## src/rtl/div_pkg.sv

```systemverilog
// Shared constants and state encoding for the sequential signed divider.
package div_pkg;

  localparam int unsigned DEF_WIDTH  = 32;
  localparam int unsigned ITER_COUNT = 32;

  typedef enum logic [2:0] {
    S_IDLE = 3'd0,
    S_ZERO = 3'd1,
    S_PREP = 3'd2,
    S_ITER = 3'd3,
    S_FIX  = 3'd4
  } div_state_t;

endpackage

```

## src/rtl/add32.sv

```systemverilog
// Ripple-free behavioural adder shared by the multiplier and divider datapaths.
module add32 #(
  parameter int unsigned WIDTH = 32
) (
  input  logic [WIDTH-1:0] a,
  input  logic [WIDTH-1:0] b,
  input  logic             cin,
  output logic [WIDTH-1:0] sum_c,
  output logic             cout_c
);

  // Full-width add with carry in/out.
  assign {cout_c, sum_c} = (WIDTH+1)'(a) + (WIDTH+1)'(b) + (WIDTH+1)'(cin);

endmodule

```

## src/rtl/signed_divider.sv

```systemverilog
// Sequential signed restoring divider: 2W-bit dividend / W-bit divisor,
// truncating toward zero, one quotient bit per clock.
module signed_divider
  import div_pkg::*;
#(
  parameter int unsigned WIDTH = DEF_WIDTH
) (
  input  logic                 clock,
  input  logic                 reset,
  input  logic                 start,
  input  logic [2*WIDTH-1:0]   dividend,
  input  logic [WIDTH-1:0]     divisor,
  output logic [WIDTH-1:0]     quotient,
  output logic [WIDTH-1:0]     remainder,
  output logic                 valid,
  output logic                 busy,
  output logic                 div_by_zero,
  output logic                 overflow
);

  localparam int unsigned CNT_W = $clog2(ITER_COUNT);
  localparam logic [WIDTH-1:0] MIN_MAG = {1'b1, (WIDTH-1)'(0)};

  div_state_t           state;
  logic [2*WIDTH-1:0]   dvd;
  logic [WIDTH-1:0]     dvs;
  logic [WIDTH-1:0]     dvs_mag;
  logic [WIDTH-1:0]     rem;
  logic [WIDTH-1:0]     q;
  logic [CNT_W-1:0]     count;
  logic                 qneg;
  logic                 rneg;
  logic                 early_ovf;

  logic [2*WIDTH-1:0]   dvd_abs;
  logic [WIDTH-1:0]     dvs_abs;
  logic                 carry;
  logic [WIDTH-1:0]     rem_sh;
  logic [WIDTH-1:0]     trial;
  logic                 no_borrow;
  logic                 take;
  logic                 q_ovf;

  // Operand magnitudes from the latched operands.
  assign dvd_abs = dvd[2*WIDTH-1] ? (~dvd + (2*WIDTH)'(1)) : dvd;
  assign dvs_abs = dvs[WIDTH-1]   ? (~dvs + WIDTH'(1))     : dvs;

  // Shifted partial remainder; the bit shifted out of rem acts as a 33rd bit.
  assign carry  = rem[WIDTH-1];
  assign rem_sh = {rem[WIDTH-2:0], q[WIDTH-1]};

  // Trial subtraction rem_sh - |divisor| through the shared adder.
  add32 #(.WIDTH(WIDTH)) u_add (
    .a      (rem_sh),
    .b      (~dvs_mag),
    .cin    (1'b1),
    .sum_c  (trial),
    .cout_c (no_borrow)
  );

  assign take = carry | no_borrow;

  // Unsigned quotient magnitude out of range for the signed result.
  assign q_ovf = qneg ? (q > MIN_MAG) : q[WIDTH-1];

  // Control FSM and datapath registers.
  always_ff @(posedge clock) begin
    if (!reset) begin
      state       <= S_IDLE;
      dvd         <= '0;
      dvs         <= '0;
      dvs_mag     <= '0;
      rem         <= '0;
      q           <= '0;
      count       <= '0;
      qneg        <= 1'b0;
      rneg        <= 1'b0;
      early_ovf   <= 1'b0;
      quotient    <= '0;
      remainder   <= '0;
      valid       <= 1'b0;
      busy        <= 1'b0;
      div_by_zero <= 1'b0;
      overflow    <= 1'b0;
    end else begin
      valid <= 1'b0;
      case (state)
        S_IDLE: begin
          if (start) begin
            dvd         <= dividend;
            dvs         <= divisor;
            busy        <= 1'b1;
            div_by_zero <= 1'b0;
            overflow    <= 1'b0;
            state       <= (divisor == '0) ? S_ZERO : S_PREP;
          end else begin
            busy <= 1'b0;
          end
        end
        S_ZERO: begin
          quotient    <= '1;
          remainder   <= dvd[WIDTH-1:0];
          div_by_zero <= 1'b1;
          valid       <= 1'b1;
          state       <= S_IDLE;
        end
        S_PREP: begin
          qneg    <= dvd[2*WIDTH-1] ^ dvs[WIDTH-1];
          rneg    <= dvd[2*WIDTH-1];
          dvs_mag <= dvs_abs;
          if (dvd_abs[2*WIDTH-1:WIDTH] >= dvs_abs) begin
            early_ovf <= 1'b1;
            state     <= S_FIX;
          end else begin
            early_ovf <= 1'b0;
            rem       <= dvd_abs[2*WIDTH-1:WIDTH];
            q         <= dvd_abs[WIDTH-1:0];
            count     <= '0;
            state     <= S_ITER;
          end
        end
        S_ITER: begin
          rem   <= take ? trial : rem_sh;
          q     <= {q[WIDTH-2:0], take};
          count <= count + CNT_W'(1);
          if (count == CNT_W'(ITER_COUNT - 1)) begin
            state <= S_FIX;
          end
        end
        S_FIX: begin
          valid <= 1'b1;
          state <= S_IDLE;
          if (early_ovf || q_ovf) begin
            overflow  <= 1'b1;
            quotient  <= '0;
            remainder <= '0;
          end else begin
            quotient  <= qneg ? (~q + WIDTH'(1))   : q;
            remainder <= rneg ? (~rem + WIDTH'(1)) : rem;
          end
        end
        default: state <= S_IDLE;
      endcase
    end
  end

endmodule
```

## config.mk

```make
export PLATFORM = sky130hd
export DESIGN_NAME = signed_divider
export DESIGN_NICKNAME = d
export VERILOG_FILES = /design/src/rtl/div_pkg.sv /design/src/rtl/add32.sv /design/src/rtl/signed_divider.sv
export SDC_FILE = /design/constraint.sdc
export NUM_CORES = 1
export LEC_CHECK = 0
export BUFFER_PORTS_ARGS = -buffer_cell sky130_fd_sc_hd__buf_4
export CAP_MARGIN = 15
export CORE_AREA = 2 2 214 174
export CTS_CLUSTER_DIAMETER = 80
export CTS_CLUSTER_SIZE = 40
export DETAILED_ROUTE_END_ITERATION = 8
export DIE_AREA = 0 0 216 176
export GPL_TIMING_DRIVEN = 1
export PLACE_DENSITY_LB_ADDON = 0.15
export RECOVER_POWER = 100
export SETUP_SLACK_MARGIN = 0.3
export SYNTH_ARGS = -nofsm -noshare
export SYNTH_HDL_FRONTEND = slang
export SYNTH_SLANG_ARGS = --single-unit
```

## constraint.sdc

```tcl
create_clock -name clock -period 12 [get_ports clock]
set_clock_uncertainty 0.05 [all_clocks]
set_input_delay 0.6 -clock clock [delete_from_list [all_inputs] [get_ports clock]]
set_output_delay 0.6 -clock clock [all_outputs]
set_load 0.05 [all_outputs]
```

==> run metrics <==
run status finished, violations left; failing checks capacitance limit, slew limit; critical path peak fanout 42; max-slew violations 244; core area 35700 sq um; Antenna Nets Post-Route 0; # port buffers 166; max incr delay on CP 1.38 ns; CP max-delay cell clkbuf_1; CTS clk-pin slew, worst paths 0.12 ns; clock network power share 0.119; Tot Pwr 5.85 mW; Root Driver clkbuf_16; # IOs 167; startpoint types register; WHS Path Cells 3; post-CTS sizing 0; Netlist cell types about 70; Setup WS post-layout 5.11 ns; Area growth syn-to-layout 11.5%; share of post-route cells with drive strength above 1 0.0749; worst-skew pair later-pin latency 0.55 ns; Hold Fails Final Rpt 0; # hold bufs at CTS 0; FF-to-FF path depth 17; post-DP HPWL 41100 um; CTS tree done; Die H 176 um; syn_area_per_cell 7.75 sq um; achievable clock frequency 0.145 GHz; Synth top area share 0.339; Non-Filler Instances 2630; Net Sw Power 3.15 mW; Pwr Density 328 nW/um^2; placed cell areas 17500 sq um; Critical Path Sink Type register; vias per cell 5.92; drt total wl 54100 um; ordered cell list for the critical path or4_1 -> nor3_1 -> and4_1 -> nand2_1 -> o41ai_1 -> xor2_1 -> ha_1 -> nand2b_1 -> a21oi_1 -> o21ai_0 -> a311oi_1 -> a211o_1 -> and3_1 -> clkbuf_1 -> nand2_1 -> a211oi_1 -> a31o_2; global-route usage over all layers 0.277; crit path buf inv count 1; Critical Path Most Common Cell nand2_1; number of synthesized flops with an enable pin 0; DRC Markers 0; mean routed wirelength per cell 20.6 um; vias in the first global route 14112; post-synthesis register bit count 271; Final Cell Area 17800 sq um; Clock Tree Buf Depth 3; Leakage 6.92 nW; fin nets 2311; Worst Max-Slew Pin Slew 2.44 ns; Core Rows 62; vias post-DR 15573; initial antenna violation count 0; P_int 2.70 mW; Num CTS Buffers 16; total gr overflow 0; GPL Wtd Cong slightly below 1; Syn Nets 2233; DIE AREA 38000 sq um; setup TNS 0 ns; placed instance count about 2600; dpl ws roughly 6.5 ns; Syn Inst Count 2063; sequential-to-total area share from yosys stat 0.339; Post-CTS Setup Bufs 0; WP data arrival 7.34 ns; number of synthesis warnings 0; Main synth FF type dfxtp_1; headroom to the max-slew limit -0.626; number of stages on the worst setup path 17; diode count 0; router iterations before antenna repair 5; Mapped Area 16000 sq um; Max IR drop VDD 0.143 mV; main area contributors after synthesis dfxtp_1, nand2_1, a21oi_1, ha_1, xnor2_1; number of DRC markers in iteration 0 about 1600; Die X 216 um; Hold Crit Class primary input to register; RSZ-0062 raised after global routing false; htree depth 1; first-pass GRT wire length 82800 um; Sink Count 271; switch share 0.538; final setup fails 0; critical path class register to register; Final Cycle Share 0.574; Initial Util 0.448; combinational power share 0.619; largest net degree at the start of global routing 108; Async SR Flop Fraction 0; required time worst endpoint 12.45 ns; max_cap viols 5; Tmin final around 7 ns; sequential share of power 0.262; cell taking the most area after synthesis dfxtp_1; Crit path max-delay family simple AND/OR/NAND/NOR gates
[power by group through the flow]
stage / clock, mW / combinational (mW) / sequential [mW]
5_1_grt: 0.737 / 3.97 / 1.57
3_3_place_gp: 0 / 3.60 / 1.54
4_1_cts: 0.708 / 3.64 / 1.52
3_5_place_dp: 0 / 3.61 / 1.54
2_1_floorplan: 0 / 2.39 / 1.73
6_report: 0.699 / 3.62 / 1.53
[final timing paths]
path	endpoint	slack [ns]	start
worst max register to register	rem[8]$_SDFFE_PN0P_	5.11	dvd[8]$_SDFFE_PN0P_
worst min register to register	dvd[37]$_SDFFE_PN0P_	0.44	dvd[37]$_SDFFE_PN0P_
worst max-delay path	rem[8]$_SDFFE_PN0P_	5.11	dvd[8]$_SDFFE_PN0P_
worst min-delay path	dvd[0]$_SDFFE_PN0P_	0.25	dividend[0]
[stage by stage]
step           utilization  hold slack, ns
6_report             0.499           0.254
3_3_place_gp         0.490           0.408
2_1_floorplan            -           0.405
4_1_cts              0.508           0.236
3_5_place_dp         0.490           0.410
5_1_grt              0.499           0.248
[worst min-delay path, stage by stage]
cell	delay, ns
buf_4	0.11
nand2_1	0.05
a21oi_1	0.05
[cell type report]
type | instances | area, sq um
fill | 3666 | 17900
multi-input combinational | 1619 | 9880
sequential | 271 | 5430
timing repair buffer | 185 | 1100
tap | 480 | 601
clock buffer | 18 | 429
clock inverter | 9 | 191
inverter | 48 | 185
[per-layer routing]
layer,up-vias,track usage,share of wire
met5,-,0.0410,0.0038
met4,4,0.0468,0.017
met3,68,0.0842,0.11
met2,643,0.371,0.38
met1,7345,0.429,0.49
li1,7513,-,-
[cell families (layout without fill, tap and decap cells)]
group	after synthesis	count (layout)	share of synthesized area
xor+xnor	179	179	0.0981
mux	27	27	0.0170
buf+inv	173	260	0.0424
simple gates	695	695	0.194
flops	271	271	0.339
fa+ha+maj	71	71	0.0561
compound gates	647	647	0.253
[cells in the final DEF (no fill, tap or decap), drive strengths merged, types with 7 or more instances in the layout]
cell / synthesis / routed
o31ai: 48 / 48
nand3: 19 / 19
a221oi: 14 / 14
a21oi: 210 / 210
a22o: 7 / 7
o22ai: 8 / 8
o21ai: 166 / 166
dfxtp: 271 / 271
nor2b: 11 / 11
nand2b: 10 / 10
buf: 16 / 109
or4: 25 / 25
o211ai: 31 / 31
mux2i: 26 / 26
or3: 20 / 20
nor3: 27 / 27
xnor2: 96 / 96
nand2: 358 / 358
xor2: 83 / 83
nor2: 162 / 162
nor4: 15 / 15
a31oi: 10 / 10
o2bb2ai: 7 / 7
inv: 48 / 51
ha: 70 / 70
a21o: 24 / 24
o41ai: 26 / 26
and3: 9 / 9
clkbuf: 109 / 94
nand4: 13 / 13
and2: 8 / 8
a211oi: 52 / 52
[cell usage after synthesis, types with 8 or more instances]
cell type  instances
o22ai_1            8
and3_1             9
nand3_1           18
o41ai_1           25
mux2i_1           26
clkbuf_1         109
or4_1             22
dfxtp_1          271
a31oi_1            9
inv_1             48
nand2_1          358
nor2b_1           11
a21oi_1          210
xor2_1            83
or3_1             18
nor2_1           161
nor4_1            15
buf_1             10
xnor2_1           96
a221oi_1          14
a21o_1            24
o21ai_0          166
nand4_1           13
ha_1              70
a211oi_1          52
o31ai_1           47
nor3_1            27
o211ai_1          30
nand2b_1          10
[flip-flops by register name, indices dropped and copies added, names as in the netlist]
signal,count
valid,1
q,32
remainder,32
rneg,1
state,3
overflow,1
dvs_mag,32
dvd,64
busy,1
dvs,32
div_by_zero,1
quotient,32
count,5
rem,32
early_ovf,1
qneg,1
(Power assumes the default switching activity.)
